$ cat src/rtl/mseq_pkg.sv
// Shared definitions for the microprogrammed control unit: control-state
// width, reserved state addresses and next-state mode encodings. Imported
// by the microsequencer, control store and instruction state encoder.
package mseq_pkg;

   localparam int STATE_W = 7;

   typedef logic [STATE_W-1:0] state_t;

   localparam state_t RESET_STATE = state_t'(0);
   localparam state_t FETCH_STATE = state_t'(1);
   localparam state_t ERR_STATE   = state_t'(127);

   // Next-state mode field of the control word.
   typedef enum logic [2:0] {
      NM_DISPATCH = 3'd0,
      NM_FETCH    = 3'd1,
      NM_INCR     = 3'd2,
      NM_JUMP     = 3'd3,
      NM_CJUMP    = 3'd4,
      NM_WAIT     = 3'd5,
      NM_RSVD6    = 3'd6,
      NM_RSVD7    = 3'd7
   } nmode_t;

endpackage

$ cat src/rtl/mseq_next_sel.sv
// Combinational next-state selector and incrementer.
// Ports:
//   i_state        current control state
//   i_state_sel    dispatch state from the encoder
//   i_n_mode       next-state mode from the control word
//   i_cr_addr      jump target from the control word
//   i_cond_eff     effective condition (Cond ^ Inv)
//   i_wait_expire  wait timeout fires this cycle (forces ERR_STATE in WAIT)
//   o_next_state   selected next state
//   o_dispatch     this selection is a dispatch load
//   o_illegal      reserved mode decoded
module mseq_next_sel
   import mseq_pkg::*;
(
   input  logic [STATE_W-1:0] i_state,
   input  logic [STATE_W-1:0] i_state_sel,
   input  logic [2:0]         i_n_mode,
   input  logic [STATE_W-1:0] i_cr_addr,
   input  logic               i_cond_eff,
   input  logic               i_wait_expire,
   output logic [STATE_W-1:0] o_next_state,
   output logic               o_dispatch,
   output logic               o_illegal
);

   logic [STATE_W-1:0] w_incr;

   // Wraps modulo 2^STATE_W with no flag.
   assign w_incr = i_state + 1'b1;

   always_comb begin
      o_next_state = i_state;
      o_dispatch   = 1'b0;
      o_illegal    = 1'b0;
      case (i_n_mode)
         NM_DISPATCH: begin
            o_next_state = i_state_sel;
            o_dispatch   = 1'b1;
         end
         NM_FETCH: o_next_state = FETCH_STATE;
         NM_INCR:  o_next_state = w_incr;
         NM_JUMP:  o_next_state = i_cr_addr;
         NM_CJUMP: o_next_state = i_cond_eff ? i_cr_addr : w_incr;
         NM_WAIT: begin
            if (i_wait_expire) o_next_state = ERR_STATE;
            else               o_next_state = i_cond_eff ? w_incr : i_state;
         end
         default: begin
            o_next_state = ERR_STATE;
            o_illegal    = 1'b1;
         end
      endcase
   end

endmodule

$ cat src/rtl/microsequencer.sv
// Control-state register of the microprogrammed control unit. Registers
// the next control state every clock; State addresses the microstore.
// Optional wait timeout enabled by defining MSEQ_TIMEOUT_EN.
// Ports:
//   Clk, Reset_n   clock, asynchronous active-low reset
//   State_Sel      dispatch state from the encoder
//   N_Mode         next-state mode from the control word
//   CR_Addr        jump target from the control word
//   Cond, Inv      condition and its inversion (C = Cond ^ Inv)
//   Stall          hold everything this cycle
//   State          current control state
//   Dispatched     pulse: State was just loaded from State_Sel
//   Illegal        pulse: reserved N_Mode was decoded
//   Timeout        pulse: wait timeout fired (0 without MSEQ_TIMEOUT_EN)
module microsequencer
   import mseq_pkg::*;
#(
   parameter int TIMEOUT_CYCLES = 16
)(
   input  logic               Clk,
   input  logic               Reset_n,
   input  logic [STATE_W-1:0] State_Sel,
   input  logic [2:0]         N_Mode,
   input  logic [STATE_W-1:0] CR_Addr,
   input  logic               Cond,
   input  logic               Inv,
   input  logic               Stall,
   output logic [STATE_W-1:0] State,
   output logic               Dispatched,
   output logic               Illegal,
   output logic               Timeout
);

   logic [STATE_W-1:0] r_state;
   logic               r_dispatched;
   logic               r_illegal;
   logic [STATE_W-1:0] w_next_state;
   logic               w_dispatch;
   logic               w_illegal;
   logic               w_cond;
   logic               w_wait_expire;

   assign w_cond = Cond ^ Inv;

   mseq_next_sel u_next_sel (
      .i_state       (r_state),
      .i_state_sel   (State_Sel),
      .i_n_mode      (N_Mode),
      .i_cr_addr     (CR_Addr),
      .i_cond_eff    (w_cond),
      .i_wait_expire (w_wait_expire),
      .o_next_state  (w_next_state),
      .o_dispatch    (w_dispatch),
      .o_illegal     (w_illegal)
   );

   // Pulse flops hold across a stall; the outputs are masked while stalled
   // so a held pulse shows exactly once, after the stall releases.
   always_ff @(posedge Clk or negedge Reset_n) begin
      if (!Reset_n) begin
         r_state      <= RESET_STATE;
         r_dispatched <= 1'b0;
         r_illegal    <= 1'b0;
      end else if (!Stall) begin
         r_state      <= w_next_state;
         r_dispatched <= w_dispatch;
         r_illegal    <= w_illegal;
      end
   end

   assign State      = r_state;
   assign Dispatched = r_dispatched & ~Stall;
   assign Illegal    = r_illegal & ~Stall;

`ifdef MSEQ_TIMEOUT_EN
   localparam int CNT_W = (TIMEOUT_CYCLES > 2) ? $clog2(TIMEOUT_CYCLES) : 1;

   logic [CNT_W-1:0] r_wait_cnt;
   logic             r_timeout;
   logic             w_wait_fail;

   assign w_wait_fail   = (N_Mode == NM_WAIT) && !w_cond;
   assign w_wait_expire = w_wait_fail && (r_wait_cnt == CNT_W'(TIMEOUT_CYCLES - 1));

   always_ff @(posedge Clk or negedge Reset_n) begin
      if (!Reset_n) begin
         r_wait_cnt <= '0;
         r_timeout  <= 1'b0;
      end else if (!Stall) begin
         r_wait_cnt <= (w_wait_fail && !w_wait_expire) ? r_wait_cnt + 1'b1 : '0;
         r_timeout  <= w_wait_expire;
      end
   end

   assign Timeout = r_timeout & ~Stall;
`else
   logic w_unused_timeout_cfg;

   assign w_unused_timeout_cfg = (TIMEOUT_CYCLES != 0);
   assign w_wait_expire        = 1'b0;
   assign Timeout              = 1'b0;
`endif

endmodule

$ cat config.mk
export PLATFORM = sky130hd
export DESIGN_NAME = microsequencer
export DESIGN_NICKNAME = d
export VERILOG_FILES = /design/src/rtl/mseq_pkg.sv /design/src/rtl/mseq_next_sel.sv /design/src/rtl/microsequencer.sv
export SDC_FILE = /design/constraint.sdc
export NUM_CORES = 1
export LEC_CHECK = 0
export ABC_CLOCK_PERIOD_IN_PS = 2000
export CAP_MARGIN = 10
export CELL_PAD_IN_SITES_DETAIL_PLACEMENT = 1
export CELL_PAD_IN_SITES_GLOBAL_PLACEMENT = 1
export CORE_MARGIN = 8
export CORE_UTILIZATION = 29
export CTS_CLUSTER_DIAMETER = 200
export DETAILED_ROUTE_END_ITERATION = 6
export PLACE_DENSITY_LB_ADDON = 0.25
export SYNTH_ARGS = -nofsm -noshare
export SYNTH_HDL_FRONTEND = slang
export SYNTH_SLANG_ARGS = --single-unit
$ cat constraint.sdc
create_clock -name Clk -period 2 [get_ports Clk]
set_input_delay 0.4 -clock Clk [delete_from_list [all_inputs] [get_ports Clk]]
set_output_delay 0.4 -clock Clk [all_outputs]
set_load 0.05 [all_outputs]
# Word-level counts from Yosys, hierarchy flattened
# Index checks and enable logic that the tools add are counted.
# totals
romBits,0
latchBits,0
reg_bits,9
in_bits,22
mem_bits_rw,0
mem_count,0
output_inout_bits,10
# classes
bitwise_logic,4
mul,0
n_reduce_logical,3
muxes,5
order_cmp,0
addsub,1
div,0
shifts,0
eq_ne,6
# ops
operator,n
$pmux 7 s6,1
$mux 7,2
$add 7x1->7 const B,1
$eq 3x2->1 const B,2
$eq 3x3->1 const B,2
$reduce_or 6->1,1
$eq 3x1->1 const B,1
$logic_not 3->1,1
$and 1x1->1,2
$mux 1,2
$ne 2x1->1 const B,1
$reduce_and 2->1,1
$not 1->1,1
$xor 1x1->1,1

# Depth between registers and ports, before layout
# Gate-level depths: netlist of the first run.
# logic_depth
ltp_word,3
ltp_mapped,6
ltp_nobuf,5

# Cells and area by module
# A second synthesis of the first run with hierarchy kept.
# unflattened
cells_unflattened,111
hier_area_um2,979.7
# modules_own_cells
mod,seq_area_each_um2,cells_per_inst,instances,area_each_um2
mseq_next_sel,0.0,87,1,574.3
microsequencer,225.2,24,1,405.4

# Worst setup path before layout of the first run
# Ideal clock, no wire load.
# synth_timing
kind,reg2reg
start,"register r_state[0], in the netlist State[0]"
end,"register r_state[6], in the netlist State[6]"
slack_ps,75
n_path_buf,0
path_stages_with_launch,6
period_less_slack_ps,1925
t_arrival_ps,1787
required_ps,1862
cell_sequence,dfrtp_1 ha_1 nand4_1 or3_1 a2111oi_0 a21oi_1
# synth_between
elab_chain_cells,3
# synth_lines
element,line_no,rtl
start: declaration,microsequencer.sv:34,logic [STATE_W-1:0] r_state;
start signal: assignment,microsequencer.sv:65,r_state <= w_next_state;
$add 7x1->7 (*),mseq_next_sel.sv:29,assign w_incr = i_state + 1'b1;
"$mux 7, on equally long branches","mseq_next_sel.sv:46, mseq_next_sel.sv:43",
$pmux 7 s6 (*),mseq_next_sel.sv:35,case (i_n_mode)
# Every way passes the cells marked *; elsewhere a longest branch is shown, timed or not. The select of a mux whose other input is x is not followed.
# A chain may end at the register's enable or synchronous reset.

# Worst setup path after layout of the first run
# layout_timing
start,input port N_Mode[2]
end,"register r_state[4], in the netlist State[4]"
# layout_between
elab_chain_cells,3
# layout_lines
element,line_no,rtl
start: declaration,microsequencer.sv:23,"input logic [2:0] N_Mode,"
$eq 3x3->1,mseq_next_sel.sv:35,
$ne 2x1->1 (no line),-,
$reduce_and 2->1 (no line),-,
# Several ways; a longest one is shown, not always the timed one.

==> impl_metrics.csv, run 1 <==
group,metric,value,unit
drt,drcViolationCount,0,
die,pin_count,32,
pwr,pwr-share-seq,30.2,%
global_route,grt_max_degree,12,
pwr,internal-power,0.458,mW
die,rows,18,
die,initial_utilization,30.9,%
sta,rsz0062_at_grt,"false",
global_route,overflow,0,
drt,wl_met2,1450,µm
sta,fin_crit,1.94,ns
synth,yosys_most_used_dff,"dfrtp_1",
clocking,clk_latency,0.27,ns
critical_path,crit_type,"in2reg",
drt,met1Wirelength,1230,µm
synth,syn_nets,117,
cells_and_area,drive_gt1_share,22.8,%
global_route,grt_usage,13.8,%
clocking,cts_sinks,9,
hold_path,hold_path.class,"in2async",
place,numPortBuffers,30,
synth,synth.avg_cell_area,8.21,µm²
clocking,root_buffer,"clkbuf_4",
drt,dr.pass1.iters,4,
pwr,ir_worst_vdd,500,µV
die,die_w,67.6,µm
sta,worst_pin_slew,0.511,ns
critical_path,cp.arrival,2.09,ns
job,drv_cap,0,
critical_path,required,2.14,ns
critical_path,cp_top_family,"compound AO/OA/AOI/OAI gates",
critical_path,endpoint_kind,"flop",
place,gp_congestion,0.905,
global_route,grt_pass1_vias,995,
clocking,numCtsBuffers,3,
drt,wirelength,3020,µm
pwr,comb_power_share,51.3,%
synth,ys_top_cells_by_area,"dfrtp_1 29%, a32o_1 6.5%, nor2b_1 6.5%",
synth,synth-seq-cells,9,
sta,relSlewSlack,65.8,%
drt,wl_per_cell,18.2,µm
drt,viasPerCell,5.60,
cells_and_area,final_area,0.00125,mm²
drt,drt-initial-drc-count,29,
cells_and_area,fillCellCount,312,
outcome,status,"complete, no violations",
critical_path,cp.buffers_inverters,1,
clocking,post_cts_buffers,0,
synth,postSynthCellCount,94,
synth,synth_edf_count,0,
synth,synth_area_leader_cell,"dfrtp_1",
clocking,path_clk_slew,0.07,ns
clocking,htree_levels,1,
pwr,powerDensity,648,mW/mm²
sta,setup-violations-final,0,
synth,async_reset_ff_share,100,%
global_route,antenna_found_initial,0,
drt,highest_layer,"met4",
place,placed_area,0.00118,mm²
synth,ys_warn_count,0,
drt,dr_wl_met3,284,µm
pwr,netSwitchingPower,0.355,mW
sta,finalCritPeriodShare,97.1,%
synth,seq_area_frac_synth,29.2,%
sta,finalHoldViolations,0,
synth,yosysMostFrequentCell,"dfrtp_1",
critical_path,crit_chain,"clkdlybuf4s50_1 > and2_0 > a311o_2 > o41ai_1 > a21oi_1",
pwr,switching_share,43.7,%
synth,netlist.area_leader.share,29.2,%
cells_and_area,syn_to_final_growth,62.6,%
pwr,power.leakage,0.520,nW
sta,fmax,0.515,GHz
critical_path,cpPeakStageDelay,0.50,ns
drt,vias,929,
drt,ant_nets,0,
cells_and_area,antennaDiodeCount,0,
global_route,grt_pass1_wl,4830,µm
die,die-area,0.00457,mm²
critical_path,cp_slowest_cell,"clkdlybuf4s50_1",
clocking,cts_tree,"built",
sta,slew_violations,0,
sta,skew,0.00376,ns
pwr,clkPwrFrac,18.5,%
synth,syn-cell-area,772,µm²
clocking,clock_path_buffers,2,
critical_path,crit_path_start_kind,"primary input",
synth,netlist_top_cells_count,"9 x dfrtp_1, 8 x nand2_1, 8 x nor2b_1, 7 x a21oi_1",
synth,ys_types,34,
cells_and_area,num-nets-final,160,
die,die_y,67.6,µm
pwr,power.total,0.814,mW
place,dp_hpwl,2330,µm
critical_path,cp_max_fo,7,
die,core_area,0.00250,mm²
## power by group through the flow
stage | clock [mW] | sequential, mW | combinational, mW
finish | 0.151 | 0.246 | 0.417
global route | 0.168 | 0.250 | 0.449
CTS | 0.158 | 0.246 | 0.411
detailed placement | 0 | 0.249 | 0.400
global placement | 0 | 0.247 | 0.392
floorplan | 0 | 0.342 | 0.134
## sequential cells by signal, summed over array words and instances (netlist names)
| signal | cells |
|---|---|
| r_dispatched | 1 |
| State | 7 |
| r_illegal | 1 |
## cells in the final DEF (no fill, tap or decap), types with 2 or more instances in the layout
cell type / n
a2111oi_1: 3
a21oi_1: 7
a31oi_1: 2
a32o_1: 5
and3_1: 2
buf_12: 2
buf_4: 16
clkbuf_4: 3
clkdlybuf4s50_1: 23
dfrtp_1: 9
inv_1: 6
nand2_1: 8
nand4_1: 2
nor2_1: 6
nor2b_1: 8
nor3_1: 5
o31ai_1: 2
o41ai_1: 2
o41ai_2: 3
## layout make-up
| cell class | count | area [µm²] | area share, % |
|---|---|---|---|
| Clock buffer | 4 | 26.3 | 2.09 |
| Inverter | 6 | 22.5 | 1.79 |
| Multi-Input combinational cell | 75 | 541 | 43.1 |
| Sequential cell | 9 | 225 | 17.9 |
| Tap cell | 30 | 37.5 | 2.99 |
| Timing Repair Buffer | 42 | 403 | 32.1 |
## final timing paths
check,start,end,slack [ns],cells after the start
min in group Clk,r_illegal,r_illegal,0.51,1
max in group asynchronous,Reset_n,r_illegal,1.25,1
hold reg to reg,r_illegal,r_illegal,0.51,1
setup / recovery,N_Mode[2],State[4],0.06,5
setup reg to reg,State[0],State[6],0.17,5
hold / removal,Reset_n,State[4],0.44,1
## cell families (layout without fill, tap and decap cells)
| family | after synthesis | count (layout) | synth area share, % |
|---|---|---|---|
| compound gates | 30 | 31 | 30.5 |
| xor+xnor | 1 | 1 | 2.11 |
| fa+ha+maj | 1 | 1 | 1.62 |
| buf+inv | 11 | 52 | 7.13 |
| flops | 9 | 9 | 29.2 |
| mux | 1 | 1 | 1.46 |
| other cells | 1 | 1 | 0.486 |
| simple gates | 40 | 40 | 27.6 |
## what timing repair did
| item | in CTS | in global routing |
|---|---|---|
| endpoints found under the hold margin | 0 | 0 |
| gates cloned | 0 | 1 |
| gates resized for setup | 5 | 6 |
| endpoints found under the setup margin | 2 | 5 |
| hold buffers | 0 | 0 |
| pin swaps | 0 | 1 |
## stage by stage
stage,hold slack [ns],setup slack [ns],util [%],setup TNS [ns],cells
3_3_place_gp,0.459,-0.259,47.1,-1.12,161
6_report,0.439,0.0582,50.2,0,166
3_5_place_dp,0.496,-0.363,47.1,-1.66,161
5_1_grt,0.490,0.000532,50.2,0,166
4_1_cts,0.455,-0.00241,49.0,-0.00241,165
2_1_floorplan,0.104,0.0752,-,0,94
## per-layer routing
layer / vias to the layer above / GRT usage [%]
met4: 0 / 4.18
met3: 9 / 5.79
met5: - / 0
li1: 447 / -
met1: 438 / 16.1
met2: 35 / 22.6
(Power assumes the default switching activity.)
==> run 2: changes to the inputs <==
--- a/config.mk
+++ b/config.mk
@@ -10,10 +10,11 @@
 export CELL_PAD_IN_SITES_DETAIL_PLACEMENT = 1
 export CELL_PAD_IN_SITES_GLOBAL_PLACEMENT = 1
 export CORE_MARGIN = 8
-export CORE_UTILIZATION = 29
+export CORE_UTILIZATION = 33
 export CTS_CLUSTER_DIAMETER = 200
 export DETAILED_ROUTE_END_ITERATION = 6
 export PLACE_DENSITY_LB_ADDON = 0.25
 export SYNTH_ARGS = -nofsm -noshare
 export SYNTH_HDL_FRONTEND = slang
+export SYNTH_HIERARCHICAL = 1
 export SYNTH_SLANG_ARGS = --single-unit
==> run 2 against run 1 <==
Clock skew shrank 0.0031 ns. Clock-buffer cell count did not move. Die area increased by 8.7%. Critical endpoint is now State[2]. Largest cell class unchanged.
==> impl_metrics.csv, run 2 <==
group,metric,value,unit
cells_and_area,num-nets-final,181,
drt,wirelength,2770,µm
clocking,clk_latency,0.27,ns
cells_and_area,most-common-layout-cells,"21 x clkdlybuf4s50_1, 20 x buf_4, 9 x dfrtp_1, 9 x a21oi_1",
drt,dr.pass1.iters,4,
critical_path,crit_type,"in2reg",
synth,synth_area_leader_cell,"dfrtp_1",
hold_path,hold_path.class,"in2async",
place,numPortBuffers,30,
die,rows,19,
pwr,internal-power,0.531,mW
die,pin_count,32,
drt,vias,952,
sta,finalCritPeriodShare,93.4,%
cells_and_area,fillCellCount,350,
die,core_area,0.00278,mm²
global_route,overflow,0,
cells_and_area,post-route-util,51.0,%
critical_path,required,2.15,ns
die,die_w,70.5,µm
pwr,clkPwrFrac,15.8,%
synth,yosys_most_used_dff,"dfrtp_1",
synth,netlist.area_leader.share,23.0,%
sta,holdWs,0.427,ns
sta,fin_crit,1.87,ns
pwr,power.leakage,0.614,nW
synth,synth-seq-cells,9,
sta,rsz0062_at_grt,"false",
pwr,pwr-share-seq,28.7,%
synth,synth.avg_cell_area,8.83,µm²
die,initial_utilization,35.2,%
global_route,grt_pass1_wl,4800,µm
synth,netlist_top_cells_count,"9 x a21oi_1, 9 x dfrtp_1, 8 x mux2_4, 8 x nand3_1, 8 x nor2_1",
global_route,grt_max_degree,16,
sta,fmax,0.535,GHz
place,dp_hpwl,2330,µm
drt,viasPerCell,5.06,
critical_path,cp_max_fo,10,
sta,skew,0.000680,ns
die,die_y,70.5,µm
pwr,netSwitchingPower,0.389,mW
synth,async_reset_ff_share,100,%
drt,wl_per_cell,14.8,µm
synth,ys_top_cells_by_area,"dfrtp_1 23%, mux2_4 12%, a21oi_1 4.6%",
pwr,comb_power_share,55.5,%
outcome,status,"complete, no violations",
clocking,numCtsBuffers,3,
sta,finalHoldViolations,0,
cells_and_area,antennaDiodeCount,0,
pwr,powerDensity,649,mW/mm²
pwr,ir_worst_vdd,461,µV
die,die-area,0.00497,mm²
synth,ys_types,33,
global_route,antenna_found_initial,0,
cells_and_area,syn_to_final_growth,44.7,%
sta,slew_violations,0,
critical_path,r2r_slack,0.25,ns
drt,drt-initial-drc-count,14,
clocking,path_clk_slew,0.06,ns
pwr,switching_share,42.3,%
critical_path,timing.rr.end,"State[2]",
global_route,grt_usage,11.4,%
critical_path,endpoint_kind,"flop",
pwr,power.total,0.920,mW
clocking,root_buffer,"clkbuf_4",
cells_and_area,register_area,225,µm²
place,gp_congestion,0.808,
synth,syn-cell-area,980,µm²
drt,drcViolationCount,0,
clocking,htree_levels,1,
clocking,clock_path_buffers,2,
cells_and_area,drive_gt1_share,26.8,%
synth,postSynthCellCount,111,
drt,ant_nets,0,
synth,ys_warn_count,6,
sta,setup-violations-final,0,
cells_and_area,layout_commonest_cell,"clkdlybuf4s50_1",
job,drv_cap,0,
critical_path,r2r_cells,6,
synth,synth_edf_count,0,
cells_and_area,multiInputGateArea,716,µm²
synth,seq_area_frac_synth,23.0,%
clocking,cts_tree,"built",
global_route,grt_pass1_vias,1088,
clocking,cts_sinks,9,
critical_path,cp.arrival,2.02,ns
clocking,cts_hold_buf,0,
critical_path,reg2reg_from,"State[1]",
critical_path,crit_path_start_kind,"primary input",
cells_and_area,largest_reg_flops,7,
[run 2: cells by family (layout without fill, tap and decap cells)]
family,Yosys count,after routing,share of synthesized area (%)
other,1,8,0.383
multiplexers,11,11,15.7
AO/OA/AOI/OAI,34,34,25.0
adder cells (fa/ha/maj),1,1,1.28
buffers and inverters,9,48,6.64
AND/OR/NAND/NOR,38,38,20.8
flip-flops,9,9,23.0
XOR/XNOR,8,8,7.15
[run 2: metal layers]
metal | GRT usage [%] | share of wire [%] | wire length [µm] | up-vias
met5 | 0 | 0 | 0 | -
met4 | 4.91 | 1.3 | 37 | 0
li1 | - | - | - | 480
met3 | 2.97 | 5.9 | 164 | 3
met1 | 13.1 | 46 | 1270 | 440
met2 | 19.2 | 47 | 1300 | 29
[run 2: worst max path at each step]
stage          slack, ns  depth (start not counted)        to     start
2_1_floorplan       0.06                          6  State[2]  State[0]
3_3_place_gp       -0.12                          8  State[5]      Cond
3_5_place_dp       -0.15                          8  State[3]      Cond
4_1_cts             0.13                          8  State[3]      Cond
5_1_grt             0.02                          8  State[3]      Cond
6_report            0.13                          8  State[2]       Inv
[run 2: critical path: stages]
cell             delay [ns]
clkdlybuf4s50_1        0.41
xor2_1                 0.17
buf_6                  0.14
buf_4                  0.15
buf_4                  0.13
a32oi_1                0.23
o221ai_2               0.12
mux2_4                 0.27
[run 2: what timing repair did]
item                       4_1_cts  5_1_grt
setup endpoints to repair        0        5
hold endpoints to repair         0        0
setup buffers                    0        1
resized for setup                0        1
[run 2: power by group through the flow]
stage	Sequential (mW)	Clock, mW	Combinational [mW]
3_3_place_gp	0.264	0	0.497
3_5_place_dp	0.266	0	0.508
4_1_cts	0.265	0.153	0.509
6_report	0.264	0.145	0.510
5_1_grt	0.270	0.161	0.546
2_1_floorplan	0.359	0	0.238
[run 2: final cells by class]
| type | count | area share [%] |
|---|---|---|
| multi-input combinational | 100 | 50.5 |
| timing repair buffer | 44 | 29.0 |
| sequential | 9 | 15.9 |
| clock buffer | 4 | 1.85 |
| tap | 31 | 2.74 |
[run 2: metrics by stage]
step,worst slack (ns),instances,setup TNS [ns],instance area (µm²)
floorplan,0.0634,118,0,1010
global placement,-0.122,183,-0.703,1380
detailed placement,-0.154,183,-0.937,1380
CTS,0.133,187,0,1410
global route,0.0236,188,0,1420
finish,0.131,188,0,1420
